### config.mk
export PLATFORM = sky130hd
export DESIGN_NAME = fp_vec_pack16_flat
export DESIGN_NICKNAME = d
export VERILOG_FILES = /design/src/rtl/fp_vec_pack16_pkg.sv /design/src/rtl/fp_vec_pack16_if.sv /design/src/rtl/fp_vec_pack16.sv /design/src/flat_wrapper.sv
export SDC_FILE = /design/constraint.sdc
export NUM_CORES = 1
export LEC_CHECK = 0
export ABC_AREA = 1
export ABC_CLOCK_PERIOD_IN_PS = 1500
export CAP_MARGIN = 20
export CORE_MARGIN = 2
export CORE_UTILIZATION = 23
export DETAILED_ROUTE_END_ITERATION = 10
export GPL_ROUTABILITY_DRIVEN = 0
export HOLD_SLACK_MARGIN = 0.15
export PLACE_DENSITY_LB_ADDON = 0.3
export REMOVE_ABC_BUFFERS = 1
export SKIP_LAST_GASP = 1
export SLEW_MARGIN = 20
export SYNTH_ARGS = -nofsm -noshare
export SYNTH_HDL_FRONTEND = slang
export SYNTH_SLANG_ARGS = --single-unit
### constraint.sdc
create_clock -name clk -period 1.5 [get_ports clk]
set_input_delay 0.45 -clock clk [delete_from_list [all_inputs] [get_ports clk]]
set_output_delay 0.45 -clock clk [all_outputs]
set_load 0.03 [all_outputs]
### src/rtl/fp_vec_pack16_pkg.sv
// Shared types and constants for the fp11 vector packer and sum16.
// Lane layout: lane i of a vector occupies bits [i*EW +: EW].
package fp_vec_pkg;

  localparam int EW         = 11;
  localparam int N_LANES    = 16;
  localparam int LANE_IDX_W = 4;
  localparam int VEC_W      = N_LANES * EW;
  localparam int VLD_W      = LANE_IDX_W + 1;

  typedef logic [EW-1:0] fp11_t;
  typedef fp11_t [N_LANES-1:0] fp_vec_t;

  typedef enum logic {
    EMPTY,
    FILL
  } pack_state_t;

endpackage

### src/rtl/fp_vec_pack16_if.sv
// Push-protocol bundle between element source, packer and sum16.
// master drives element pairs; slave is the packer.
interface fp_vec_pack16_if;
  import fp_vec_pkg::*;

  logic                pushin;
  logic                last;
  fp11_t               a_elem;
  fp11_t               b_elem;
  logic                pushout;
  logic [VEC_W-1:0]    A;
  logic [VEC_W-1:0]    B;
  logic [VLD_W-1:0]    vld_lanes;

  modport master (
    output pushin, last, a_elem, b_elem,
    input  pushout, A, B, vld_lanes
  );

  modport slave (
    input  pushin, last, a_elem, b_elem,
    output pushout, A, B, vld_lanes
  );

endinterface

### src/rtl/fp_vec_pack16.sv
// Serial-to-parallel packer: 16 fp11 pairs -> one A/B vector push.
// Assembly and output registers are split so input never stalls.
module fp_vec_pack16
  import fp_vec_pkg::*;
(
  input logic            clk,
  input logic            reset,
  fp_vec_pack16_if.slave bus
);

  pack_state_t           state_q, state_d;
  logic [LANE_IDX_W-1:0] idx_q, idx_d;
  fp_vec_t               asm_a_q, asm_a_d;
  fp_vec_t               asm_b_q, asm_b_d;
  fp_vec_t               out_a_q, out_a_d;
  fp_vec_t               out_b_q, out_b_d;
  logic [VLD_W-1:0]      vld_q, vld_d;
  logic                  push_q, push_d;
  fp_vec_t               wr_a, wr_b;
  logic                  at_top;
  logic                  close;

  assign at_top = (state_q == FILL) &&
                  (idx_q == LANE_IDX_W'(N_LANES - 1));
  assign close  = bus.pushin & (bus.last | at_top);

  // Assembly contents including the element presented this cycle.
  always_comb begin
    wr_a = asm_a_q;
    wr_b = asm_b_q;
    if (bus.pushin) begin
      wr_a[idx_q] = bus.a_elem;
      wr_b[idx_q] = bus.b_elem;
    end
  end

  // Lane counter, state and output next-state.
  always_comb begin
    state_d = state_q;
    idx_d   = idx_q;
    asm_a_d = wr_a;
    asm_b_d = wr_b;
    out_a_d = out_a_q;
    out_b_d = out_b_q;
    vld_d   = vld_q;
    push_d  = 1'b0;
    if (close) begin
      out_a_d = wr_a;
      out_b_d = wr_b;
      vld_d   = {1'b0, idx_q} + VLD_W'(1);
      push_d  = 1'b1;
      idx_d   = '0;
      state_d = EMPTY;
      asm_a_d = '0;
      asm_b_d = '0;
    end else if (bus.pushin) begin
      idx_d   = idx_q + LANE_IDX_W'(1);
      state_d = FILL;
    end
  end

  // State, assembly and registered outputs.
  always_ff @(posedge clk or negedge reset) begin
    if (!reset) begin
      state_q <= EMPTY;
      idx_q   <= '0;
      asm_a_q <= '0;
      asm_b_q <= '0;
      out_a_q <= '0;
      out_b_q <= '0;
      vld_q   <= '0;
      push_q  <= 1'b0;
    end else begin
      state_q <= state_d;
      idx_q   <= idx_d;
      asm_a_q <= asm_a_d;
      asm_b_q <= asm_b_d;
      out_a_q <= out_a_d;
      out_b_q <= out_b_d;
      vld_q   <= vld_d;
      push_q  <= push_d;
    end
  end

  assign bus.pushout   = push_q;
  assign bus.A         = out_a_q;
  assign bus.B         = out_b_q;
  assign bus.vld_lanes = vld_q;

endmodule

### src/flat_wrapper.sv
// flat-port wrapper written by rule: the top's interface ports become plain ports
module fp_vec_pack16_flat import fp_vec_pkg::*;
  (clk, reset, bus_pushin, bus_last, bus_a_elem, bus_b_elem, bus_pushout, bus_A, bus_B, bus_vld_lanes);
  fp_vec_pack16_if bus_i ();
  input logic clk;
  input logic reset;
  input wire logic [$bits(bus_i.pushin)-1:0] bus_pushin;
  input wire logic [$bits(bus_i.last)-1:0] bus_last;
  input wire logic [$bits(bus_i.a_elem)-1:0] bus_a_elem;
  input wire logic [$bits(bus_i.b_elem)-1:0] bus_b_elem;
  output wire logic [$bits(bus_i.pushout)-1:0] bus_pushout;
  output wire logic [$bits(bus_i.A)-1:0] bus_A;
  output wire logic [$bits(bus_i.B)-1:0] bus_B;
  output wire logic [$bits(bus_i.vld_lanes)-1:0] bus_vld_lanes;
  assign bus_i.pushin = bus_pushin;
  assign bus_i.last = bus_last;
  assign bus_i.a_elem = bus_a_elem;
  assign bus_i.b_elem = bus_b_elem;
  assign bus_pushout = bus_i.pushout;
  assign bus_A = bus_i.A;
  assign bus_B = bus_i.B;
  assign bus_vld_lanes = bus_i.vld_lanes;
  fp_vec_pack16 u_core (.clk(clk), .reset(reset), .bus(bus_i));
endmodule
==> impl_metrics.env <==
export IMPL_r2r_start="u_core.idx_q[0]"
export IMPL_syn_area_mm2=0.0293
export IMPL_cp_max_fo=6
export IMPL_grt_use_total_pct=16.0
export IMPL_grt_pass1_vias=23900
export IMPL_leakage_uw=0.0226
export IMPL_whs_ps=274
export IMPL_violations="setup timing"
export IMPL_dieArea_mm2=0.130
export IMPL_criticalPathCategory="reg2reg"
export IMPL_num_fill_cells=12900
export IMPL_postLayoutSetupSlackWorst_ps=-263
export IMPL_synth_top_area_cell="dfrtp_1"
export IMPL_grt_max_degree=67
export IMPL_reg2reg_depth=11
export IMPL_status="finished with violations"
export IMPL_drtIter0Drc=1912
export IMPL_cts_root_buf="clkbuf_16"
export IMPL_antenna_left=0
export IMPL_place_hpwl_mm=67.3
export IMPL_r2r_end="u_core.bus.A[154]"
export IMPL_numCtsBuffers=84
export IMPL_final_common_cell="nand2_1"
export IMPL_maxSlewHeadroom_pct=41.9
export IMPL_synth_area_top_cells="dfrtp_1 (61%), nand2_1 (28%), a21oi_1 (6.0%), buf_2 (2.2%), buf_6 (0.85%)"
export IMPL_nets=4057
export IMPL_start_kind="register"
export IMPL_dr_total_vias=24700
export IMPL_ys_warnings_count=0
export IMPL_drcViolationCount=0
export IMPL_wl_per_cell_um=19.1
export IMPL_initial_core_util_pct=23.2
export IMPL_cts_sinks=715
export IMPL_dr_pass1_iters=7
export IMPL_path_clk_slew_ps=60
export IMPL_skew_ps=27.8
export IMPL_setup_viol=1068
export IMPL_design_core_area_mm2=0.126
export IMPL_via_per_inst=4.30
export IMPL_die_w_um=361
export IMPL_maxSlewViolCount=0
export IMPL_ir_drop_mv=0.700
export IMPL_cts_tree="built"
export IMPL_synthDistinctLibCells=16
export IMPL_drv_cap=0
export IMPL_crit_required_ps=2090
export IMPL_cts_max_path_buffers=3
export IMPL_synthCells=3508
export IMPL_synth_yosys_seq_area_share_pct=61.1
export IMPL_io_pins=384
export IMPL_io_buffers=383
export IMPL_drive_gt1_share_pct=20.9
export IMPL_htree_levels=3
export IMPL_layout_min_cycle_time_ps=1760
export IMPL_finalCritPeriodShare_pct=118
export IMPL_globalRouteOverflowTotal=0
export IMPL_rsz0062_at_grt="yes"
export IMPL_critPathCaptureType="register"
export IMPL_synth_seq_cells=715
export IMPL_arrival_ps=2360
export IMPL_mostFrequentLayoutCells="nand2_1 (2,135), dfrtp_1 (708), a21oi_1 (351), buf_4 (263), buf_6 (200)"
export IMPL_ff2ff_setup_slack_ps=-260
export IMPL_min_path_type="in2async"
export IMPL_area_delta_synth_final_pct=41.0
export IMPL_insertion_delay_ps=660
export IMPL_fp_dieH_um=361
export IMPL_tightest_slew_ps=871
export IMPL_p_total_uw=48000
export IMPL_rows=130
export IMPL_synth_top_area_share_pct=61.1
export IMPL_hold_violations=0
export IMPL_fmax_mhz=567
export IMPL_syn_avg_cell_area_um2=8.35
export IMPL_wl_mm=110
export IMPL_antenna_found_initial=6
export IMPL_powerDensity_mw_per_mm2=1160
export IMPL_grt_pass1_wl_mm=156
per-stage QoR:
step | setup slack (ps) | std cells | util [%] | instance area (µm²) | setup TNS [ps]
3_5_place_dp | -763 | 5488 | 28.8 | 36300 | -445980
6_report | -263 | 5746 | 32.8 | 41300 | -176240
5_1_grt | -348 | 5743 | 32.8 | 41300 | -259640
2_1_floorplan | -5040 | 3281 | - | 28000 | -3004900
3_3_place_gp | -758 | 5488 | 28.8 | 36300 | -422180
4_1_cts | -284 | 5697 | 31.8 | 40100 | -236480
flip-flops by register name, summed over array words and instances, names as in the netlist:
| name | cells |
|---|---|
| u_core.bus.B | 176 |
| u_core.asm_a_q | 176 |
| u_core.idx_q | 4 |
| u_core.bus.pushout | 1 |
| u_core.bus.A | 176 |
| u_core.asm_b_q | 176 |
| u_core.bus.vld_lanes | 5 |
| u_core.state_q | 1 |
metal layers:
layer / up-vias / share of wire (%) / global-route usage [%]
met5: - / 0.019 / 0
met4: 4 / 2.1 / 4.44
met3: 137 / 5.2 / 2.89
met2: 594 / 46 / 25.5
met1: 12000 / 47 / 22.1
li1: 11900 / - / -
final cells by class:
cell class	instances	area (µm²)	share of cell area, %
antenna	3	7.51	0.0182
clock buffer	123	2490	6.03
sequential	715	17900	43.3
timing repair buffer	659	8070	19.5
multi-input combinational	2554	10300	25.0
clock inverter	29	377	0.912
inverter	13	53.8	0.130
tap	1650	2060	5.00
worst max-delay path by stage:
stage                               start                end  cells past startpoint
after global routing      u_core.idx_q[0]  u_core.bus.A[163]                     11
after CTS                 u_core.bus.A[1]           bus_A[1]                      1
final                     u_core.idx_q[0]  u_core.bus.A[154]                     11
after floorplan           u_core.idx_q[0]    u_core.bus.A[0]                      6
after global placement         bus_pushin   u_core.bus.B[71]                      9
after detailed placement       bus_pushin   u_core.bus.B[71]                      9
synthesized netlist by cell type (all sizes together):
library cell  number
nand2           2167
dfrtp            715
a21oi            352
buf              166
clkbuf            61
nor2              22
inv               13
ha                 4
nand4              4
nand3              2
o21bai             2
power breakdown:
group          switching (µW)  internal, µW  leakage (µW)
Combinational            3730          2320        0.0113
Clock                    8540         12700       0.00141
Sequential                566         20100       0.00989
Total                   12800         35100        0.0226
critical path, cell delays in order (launching register included):
cell and delay (ps):
dfrtp_2 450, inv_2 90, ha_2 190, nand2_4 80, buf_6 150, nor2_4 110, buf_12 150, buf_12 140
nand2_1 70, nand2_1 130, nand2_1 60, nand2_1 60
logic make-up (layout without fill, tap and decap cells):
family	count (synthesis)	in the layout	share of synthesized area, %
other	0	3	0
AO/OA/AOI/OAI	354	354	6.07
adder cells (fa/ha/maj)	4	4	0.171
AND/OR/NAND/NOR	2195	2196	28.2
buffers and inverters	240	824	4.41
flip-flops	715	715	61.1
what timing repair did:
action                                   CTS  global route
buffers inserted                          51            14
pin swaps                                  4            14
gates resized for setup                 1182            79
hold buffers                               1             0
endpoints found under the setup margin  1067          1068
hold endpoints to repair                 326             0
gates cloned                               5            32
Power figures use the tool's default switching activity.
